### src/rtl/idu_stage.sv
// idu_stage: registered RV32I/M instruction-decode stage.
//
// Decodes in_inst combinationally and captures the results into a single
// output register stage. A valid/ready handshake connects it to fetch and execute.
//
// Ports:
//   clk, rst        clock and synchronous active-high reset
//   flush           drop the held beat and any incoming beat
//   in_valid/ready  upstream handshake; in_inst / in_pc carry the beat
//   out_valid/ready downstream handshake
//   out_opc         opcode index (0 = illegal)
//   out_rd/rs1/rs2  register indices, 0 when the format does not use them
//   out_imm         sign-extended immediate (zero-extended shamt for shifts)
//   out_pc          registered in_pc
//   out_illegal     encoding not recognised
//   out_ebreak      system instruction is ebreak
module idu_stage #(
    parameter int XLEN      = 32,
    parameter bit EN_M      = 1'b1,
    parameter int NR_INST   = 46,
    parameter int OPC_WIDTH = $clog2(NR_INST + 1)
) (
    input  logic                 clk,
    input  logic                 rst,
    input  logic                 flush,
    input  logic                 in_valid,
    output logic                 in_ready,
    input  logic [31:0]          in_inst,
    input  logic [XLEN-1:0]      in_pc,
    output logic                 out_valid,
    input  logic                 out_ready,
    output logic [OPC_WIDTH-1:0] out_opc,
    output logic [4:0]           out_rd,
    output logic [4:0]           out_rs1,
    output logic [4:0]           out_rs2,
    output logic [XLEN-1:0]      out_imm,
    output logic [XLEN-1:0]      out_pc,
    output logic                 out_illegal,
    output logic                 out_ebreak
);

    // Immediate/field format classes selected by the major opcode.
    localparam logic [2:0] FMT_NONE = 3'd0;
    localparam logic [2:0] FMT_R    = 3'd1;
    localparam logic [2:0] FMT_I    = 3'd2;
    localparam logic [2:0] FMT_SH   = 3'd3;
    localparam logic [2:0] FMT_S    = 3'd4;
    localparam logic [2:0] FMT_B    = 3'd5;
    localparam logic [2:0] FMT_U    = 3'd6;
    localparam logic [2:0] FMT_J    = 3'd7;

    localparam logic [OPC_WIDTH-1:0] OPC_SYSTEM = OPC_WIDTH'(38);

    // Sign-extend a 32-bit immediate to XLEN.
    function automatic logic [XLEN-1:0] sext32(input logic [31:0] v);
        return XLEN'($signed(v));
    endfunction

    logic [6:0]           opcode_s;
    logic [2:0]           funct3_s;
    logic [6:0]           funct7_s;
    logic [OPC_WIDTH-1:0] opc_s;
    logic [2:0]           fmt_s;
    logic                 illegal_s;
    logic [4:0]           rd_s, rs1_s, rs2_s;
    logic [XLEN-1:0]      imm_s;
    logic                 ebreak_s;
    logic                 accept_s;

    logic                 valid_r;
    logic [OPC_WIDTH-1:0] opc_r;
    logic [4:0]           rd_r, rs1_r, rs2_r;
    logic [XLEN-1:0]      imm_r, pc_r;
    logic                 illegal_r, ebreak_r;

    assign opcode_s = in_inst[6:0];
    assign funct3_s = in_inst[14:12];
    assign funct7_s = in_inst[31:25];

    // Opcode index and format class. The full 7-bit opcode is matched, so
    // any encoding with inst[1:0] != 2'b11 falls through to illegal.
    always_comb begin
        opc_s = '0;
        fmt_s = FMT_NONE;
        case (opcode_s)
            7'h33: begin
                fmt_s = FMT_R;
                if (funct7_s == 7'h00) begin
                    case (funct3_s)
                        3'd0:    opc_s = OPC_WIDTH'(1);
                        3'd1:    opc_s = OPC_WIDTH'(6);
                        3'd2:    opc_s = OPC_WIDTH'(9);
                        3'd3:    opc_s = OPC_WIDTH'(10);
                        3'd4:    opc_s = OPC_WIDTH'(3);
                        3'd5:    opc_s = OPC_WIDTH'(7);
                        3'd6:    opc_s = OPC_WIDTH'(4);
                        default: opc_s = OPC_WIDTH'(5);
                    endcase
                end else if (funct7_s == 7'h20) begin
                    if (funct3_s == 3'd0) begin
                        opc_s = OPC_WIDTH'(2);
                    end else if (funct3_s == 3'd5) begin
                        opc_s = OPC_WIDTH'(8);
                    end else begin
                        opc_s = '0;
                    end
                end else if (EN_M && (funct7_s == 7'h01)) begin
                    // mul..remu are numbered in funct3 order from 39.
                    opc_s = OPC_WIDTH'(7'd39 + {4'd0, funct3_s});
                end else begin
                    opc_s = '0;
                end
            end
            7'h13: begin
                fmt_s = FMT_I;
                case (funct3_s)
                    3'd0: opc_s = OPC_WIDTH'(11);
                    3'd2: opc_s = OPC_WIDTH'(18);
                    3'd3: opc_s = OPC_WIDTH'(19);
                    3'd4: opc_s = OPC_WIDTH'(12);
                    3'd6: opc_s = OPC_WIDTH'(13);
                    3'd7: opc_s = OPC_WIDTH'(14);
                    3'd1: begin
                        fmt_s = FMT_SH;
                        opc_s = (funct7_s == 7'h00) ? OPC_WIDTH'(15) : '0;
                    end
                    default: begin
                        fmt_s = FMT_SH;
                        if (funct7_s == 7'h00) begin
                            opc_s = OPC_WIDTH'(16);
                        end else if (funct7_s == 7'h20) begin
                            opc_s = OPC_WIDTH'(17);
                        end else begin
                            opc_s = '0;
                        end
                    end
                endcase
            end
            7'h03: begin
                fmt_s = FMT_I;
                case (funct3_s)
                    3'd0:    opc_s = OPC_WIDTH'(20);
                    3'd1:    opc_s = OPC_WIDTH'(21);
                    3'd2:    opc_s = OPC_WIDTH'(22);
                    3'd4:    opc_s = OPC_WIDTH'(23);
                    3'd5:    opc_s = OPC_WIDTH'(24);
                    default: opc_s = '0;
                endcase
            end
            7'h23: begin
                fmt_s = FMT_S;
                case (funct3_s)
                    3'd0:    opc_s = OPC_WIDTH'(25);
                    3'd1:    opc_s = OPC_WIDTH'(26);
                    3'd2:    opc_s = OPC_WIDTH'(27);
                    default: opc_s = '0;
                endcase
            end
            7'h63: begin
                fmt_s = FMT_B;
                case (funct3_s)
                    3'd0:    opc_s = OPC_WIDTH'(28);
                    3'd1:    opc_s = OPC_WIDTH'(29);
                    3'd4:    opc_s = OPC_WIDTH'(30);
                    3'd5:    opc_s = OPC_WIDTH'(31);
                    3'd6:    opc_s = OPC_WIDTH'(32);
                    3'd7:    opc_s = OPC_WIDTH'(33);
                    default: opc_s = '0;
                endcase
            end
            7'h6F: begin
                fmt_s = FMT_J;
                opc_s = OPC_WIDTH'(34);
            end
            7'h67: begin
                fmt_s = FMT_I;
                opc_s = (funct3_s == 3'd0) ? OPC_WIDTH'(35) : '0;
            end
            7'h37: begin
                fmt_s = FMT_U;
                opc_s = OPC_WIDTH'(36);
            end
            7'h17: begin
                fmt_s = FMT_U;
                opc_s = OPC_WIDTH'(37);
            end
            7'h73: begin
                // Only ecall (imm 0) and ebreak (imm 1) with zero rd/rs1/funct3.
                fmt_s = FMT_I;
                if ((funct3_s == 3'd0) && (in_inst[11:7] == 5'd0) &&
                    (in_inst[19:15] == 5'd0) && (in_inst[31:21] == 11'd0)) begin
                    opc_s = OPC_SYSTEM;
                end else begin
                    opc_s = '0;
                end
            end
            default: begin
                fmt_s = FMT_NONE;
                opc_s = '0;
            end
        endcase
    end

    assign illegal_s = (opc_s == '0);

    // Register indices and immediate by format; all zero for illegal beats.
    always_comb begin
        rd_s  = 5'd0;
        rs1_s = 5'd0;
        rs2_s = 5'd0;
        imm_s = '0;
        if (illegal_s) begin
            rd_s  = 5'd0;
        end else begin
            case (fmt_s)
                FMT_R: begin
                    rd_s  = in_inst[11:7];
                    rs1_s = in_inst[19:15];
                    rs2_s = in_inst[24:20];
                end
                FMT_I: begin
                    rd_s  = in_inst[11:7];
                    rs1_s = in_inst[19:15];
                    imm_s = sext32({{20{in_inst[31]}}, in_inst[31:20]});
                end
                FMT_SH: begin
                    rd_s  = in_inst[11:7];
                    rs1_s = in_inst[19:15];
                    imm_s = XLEN'(in_inst[24:20]);
                end
                FMT_S: begin
                    rs1_s = in_inst[19:15];
                    rs2_s = in_inst[24:20];
                    imm_s = sext32({{20{in_inst[31]}}, in_inst[31:25], in_inst[11:7]});
                end
                FMT_B: begin
                    rs1_s = in_inst[19:15];
                    rs2_s = in_inst[24:20];
                    imm_s = sext32({{20{in_inst[31]}}, in_inst[7], in_inst[30:25],
                                    in_inst[11:8], 1'b0});
                end
                FMT_U: begin
                    rd_s  = in_inst[11:7];
                    imm_s = sext32({in_inst[31:12], 12'd0});
                end
                FMT_J: begin
                    rd_s  = in_inst[11:7];
                    imm_s = sext32({{12{in_inst[31]}}, in_inst[19:12], in_inst[20],
                                    in_inst[30:21], 1'b0});
                end
                default: begin
                    rd_s  = 5'd0;
                end
            endcase
        end
    end

    assign ebreak_s = (opc_s == OPC_SYSTEM) && in_inst[20];

    assign in_ready = !valid_r || out_ready;
    assign accept_s = in_valid && in_ready && !flush;

    // Valid flag: reset > flush > accept > retire > hold.
    always_ff @(posedge clk) begin
        if (rst) begin
            valid_r <= 1'b0;
        end else if (flush) begin
            valid_r <= 1'b0;
        end else if (accept_s) begin
            valid_r <= 1'b1;
        end else if (out_ready) begin
            valid_r <= 1'b0;
        end else begin
            valid_r <= valid_r;
        end
    end

    // Data registers load only on accept, so they are frozen during a stall.
    always_ff @(posedge clk) begin
        if (rst) begin
            opc_r     <= '0;
            rd_r      <= 5'd0;
            rs1_r     <= 5'd0;
            rs2_r     <= 5'd0;
            imm_r     <= '0;
            pc_r      <= '0;
            illegal_r <= 1'b0;
            ebreak_r  <= 1'b0;
        end else if (accept_s) begin
            opc_r     <= opc_s;
            rd_r      <= rd_s;
            rs1_r     <= rs1_s;
            rs2_r     <= rs2_s;
            imm_r     <= imm_s;
            pc_r      <= in_pc;
            illegal_r <= illegal_s;
            ebreak_r  <= ebreak_s;
        end else begin
            opc_r     <= opc_r;
        end
    end

    assign out_valid   = valid_r;
    assign out_opc     = opc_r;
    assign out_rd      = rd_r;
    assign out_rs1     = rs1_r;
    assign out_rs2     = rs2_r;
    assign out_imm     = imm_r;
    assign out_pc      = pc_r;
    assign out_illegal = illegal_r;
    assign out_ebreak  = ebreak_r;

endmodule

### config.mk
export PLATFORM = sky130hd
export DESIGN_NAME = idu_stage
export DESIGN_NICKNAME = d
export VERILOG_FILES = /design/src/rtl/idu_stage.sv
export SDC_FILE = /design/constraint.sdc
export NUM_CORES = 1
export LEC_CHECK = 0
export BUFFER_PORTS_ARGS = -buffer_cell sky130_fd_sc_hd__buf_2
export CAP_MARGIN = 20
export CORE_ASPECT_RATIO = 0.6
export CORE_MARGIN = 8
export CORE_UTILIZATION = 43
export CTS_BUF_LIST = sky130_fd_sc_hd__clkbuf_8 sky130_fd_sc_hd__clkbuf_16
export CTS_CLUSTER_SIZE = 28
export DETAILED_ROUTE_END_ITERATION = 8
export GPL_TIMING_DRIVEN = 0
export PLACE_DENSITY = 0.72
export SYNTH_ARGS = -nofsm -noshare
export SYNTH_HDL_FRONTEND = slang
export SYNTH_SLANG_ARGS = --single-unit
### constraint.sdc
create_clock -name clk -period 8.2 [get_ports clk]
set_clock_uncertainty 0.05 [all_clocks]
set_input_delay 1.64 -clock clk [delete_from_list [all_inputs] [get_ports clk]]
set_output_delay 1.64 -clock clk [all_outputs]
set_load 0.005 [all_outputs]
==> results.json <==
{
  "status": "finished clean",
  "cpPeakStageDelay_ps": 350,
  "cpMaxStageDelayCell": "or2_2",
  "ios": 158,
  "path_max_fanout": 10,
  "ys_seq_elements": 88,
  "cts_tree": "done",
  "grt_pass1_vias": 4595,
  "cp_top_family": "simple AND/OR/NAND/NOR gates",
  "synthArstFlopShare_pct": 0,
  "grt_max_degree": 17,
  "critical_path_class": "primary input to register",
  "cp.required_ps": 8370,
  "viasPerCell": 5.655,
  "ir_drop_v": 0.0001163,
  "synth_edf_count": 0,
  "endpoint_kind": "register",
  "cp-start-kind": "primary input",
  "multi_input_area_sq_um": 2338,
  "layout-drive-gt1-share_pct": 28.67,
  "synth_cells": 538,
  "final_common_cell": "buf_2",
  "dr.pass1.iters": 5,
  "chipWidth_um": 145.4,
  "yosysSeqAreaShare_pct": 40.78,
  "cts_buffer_depth": 2,
  "power_density_nw_per_um2": 177.3,
  "synth_area_per_cell_sq_um": 8.030,
  "insertion_delay_ps": 330,
  "cp_cell_sequence": "buf_2, inv_1, ha_1, clkbuf_1, or2_2, o2111ai_1, a21boi_0, nand4_2, nor4_2, nand3_1, buf_2, a32o_1",
  "crit_buf_inv": 4,
  "ys.flop_type": "dfxtp_1",
  "seq_area_sq_um": 1762,
  "hold_viol": 0,
  "dp_worst_setup_slack_ps": 3574,
  "htree_num_levels": 3,
  "cts_resized": 0,
  "cts_setup_buffers": 0,
  "yosysWarningCount": 0,
  "gp_congestion": 0.9974,
  "setup_slack_ps": 3802,
  "grt_pass1_wl_mm": 24.59,
  "grt_usage_pct": 22.09,
  "antenna_left": 0,
  "worst_pin_slew_ps": 859.2,
  "stdcell_count": 843,
  "grt_setup_unrepaired": "false",
  "cts_sinks": 88,
  "start_util_pct": 44.04,
  "dieHeight_um": 93.65,
  "maxCapViolCount": 0,
  "synth.distinct_cells": 66,
  "hold_slack_ps": 403.4,
  "period_share_pct": 53.63,
  "wl_per_cell_um": 18.60,
  "synth_fp_nets": 612,
  "leakagePower_nw": 2.342,
  "numCtsBuffers": 9,
  "cts-root-buf": "clkbuf_16",
  "dieArea_sq_um": 13620,
  "cts.clk_slew.worst_paths_ps": 60,
  "crit_path_frequent_cell": "buf_2",
  "rows": 28,
  "n_fill_cell": 964,
  "areaGrowthSynthToFinish_pct": 28.79,
  "final_cell_mix": "buf_2, nand2_1, dfxtp_1",
  "postCtsHoldBufs": 0,
  "vias": 4767,
  "overflow": 0,
  "hold_path.class": "register to register",
  "fin_crit_ps": 4398,
  "synth_area_sq_um": 4320,
  "cp.arrival_ps": 4570,
  "maxSlewViolCount": 0,
  "antenna_cells": 0,
  "drc": 0,
  "placed_cells": 827,
  "relSlewSlack_pct": 42.28,
  "nets": 777,
  "dp_hpwl_mm": 12.24,
  "setup_tns_ps": 0,
  "core_area_sq_um": 9809,
  "place.port_buffers": 154,
  "drt_iter0_drc": 424,
  "setup_viol": 0,
  "antenna_found_initial": 0,
  "wirelength_mm": 15.68,
  "clock.fmax_ghz": 0.2274
}
==> registers in the layout, summed over array words and instances (netlist names) <==
signal,cells
out_valid,1
out_illegal,1
out_rs2,5
out_rs1,5
out_pc,32
out_ebreak,1
out_rd,5
out_imm,32
out_opc,6
==> power by group <==
group          switching, mW  total (mW)  internal [mW]
Combinational         0.0802       0.125         0.0445
Clock                  0.179       0.419          0.240
Sequential           0.00500       0.442          0.437
Total                  0.264       0.986          0.722
==> cells in the mapped netlist (5+ instances only) <==
cell	n	area share (%)
o31ai_2	9	2.6
nor3_1	15	1.7
ha_1	5	1.4
o31ai_1	6	1.0
a22o_1	15	3.0
nand2b_1	7	1.0
a21oi_1	59	6.8
nand2_1	116	10
dfxtp_1	88	41
nor2b_1	8	1.2
clkbuf_1	31	2.7
nor2_1	29	2.5
buf_2	8	0.93
nor4_1	8	1.2
a32o_1	8	1.9
a211oi_1	9	1.6
nand3_1	16	1.9
inv_1	8	0.70
o21ai_0	27	3.1
==> metrics by stage <==
stage | power [mW] | util, % | cell area (sq um)
after floorplan | 0.5176 | - | 4320
after global placement | 0.5715 | 53.62 | 5260
after detailed placement | 0.5734 | 53.62 | 5260
after CTS | 0.9894 | 56.72 | 5564
after global routing | 1.022 | 56.72 | 5564
final | 0.9863 | 56.72 | 5564
==> final cells by class <==
| class | count | area share, % |
|---|---|---|
| buffer | 42 | 3.418 |
| clock buffer | 9 | 4.048 |
| clock inverter | 7 | 1.417 |
| inverter | 8 | 0.5397 |
| multi-input combinational | 400 | 42.03 |
| sequential | 88 | 31.66 |
| tap | 135 | 3.036 |
| timing repair buffer | 154 | 13.85 |
==> worst paths after layout <==
| kind | from | to | slack, ps | depth (start not counted) |
|---|---|---|---|---|
| worst max-delay path | in_inst[12] | out_rs2[3] | 3800 | 12 |
| worst min register to register | out_pc[10] | out_pc[10] | 400 | 2 |
| worst min-delay path | out_pc[10] | out_pc[10] | 400 | 2 |
| worst max register to register | out_valid | out_ebreak | 5780 | 8 |
==> logic make-up (layout without fill, tap and decap cells) <==
logic type / Yosys count / after routing / share of synthesized area [%]
simple gates: 232 / 232 / 26.50
compound gates: 162 / 162 / 25.95
fa+ha+maj: 5 / 5 / 1.448
buf+inv: 50 / 220 / 5.097
mux: 1 / 1 / 0.2317
flops: 88 / 88 / 40.78
==> metal layers <==
metal / vias to the layer above / global-route usage, % / wire, um
met2: 251 / 30.77 / 6323
met3: 12 / 11.04 / 1999
li1: 2266 / - / -
met5: - / 0 / 0
met1: 2238 / 29.76 / 7185
met4: 0 / 4.910 / 169
==> tightest hold or removal path: stages, from the launching register on <==
cell and delay, ps:
dfxtp_1 310, nand2_1 50, a21oi_1 50
(Power assumes the default switching activity.)
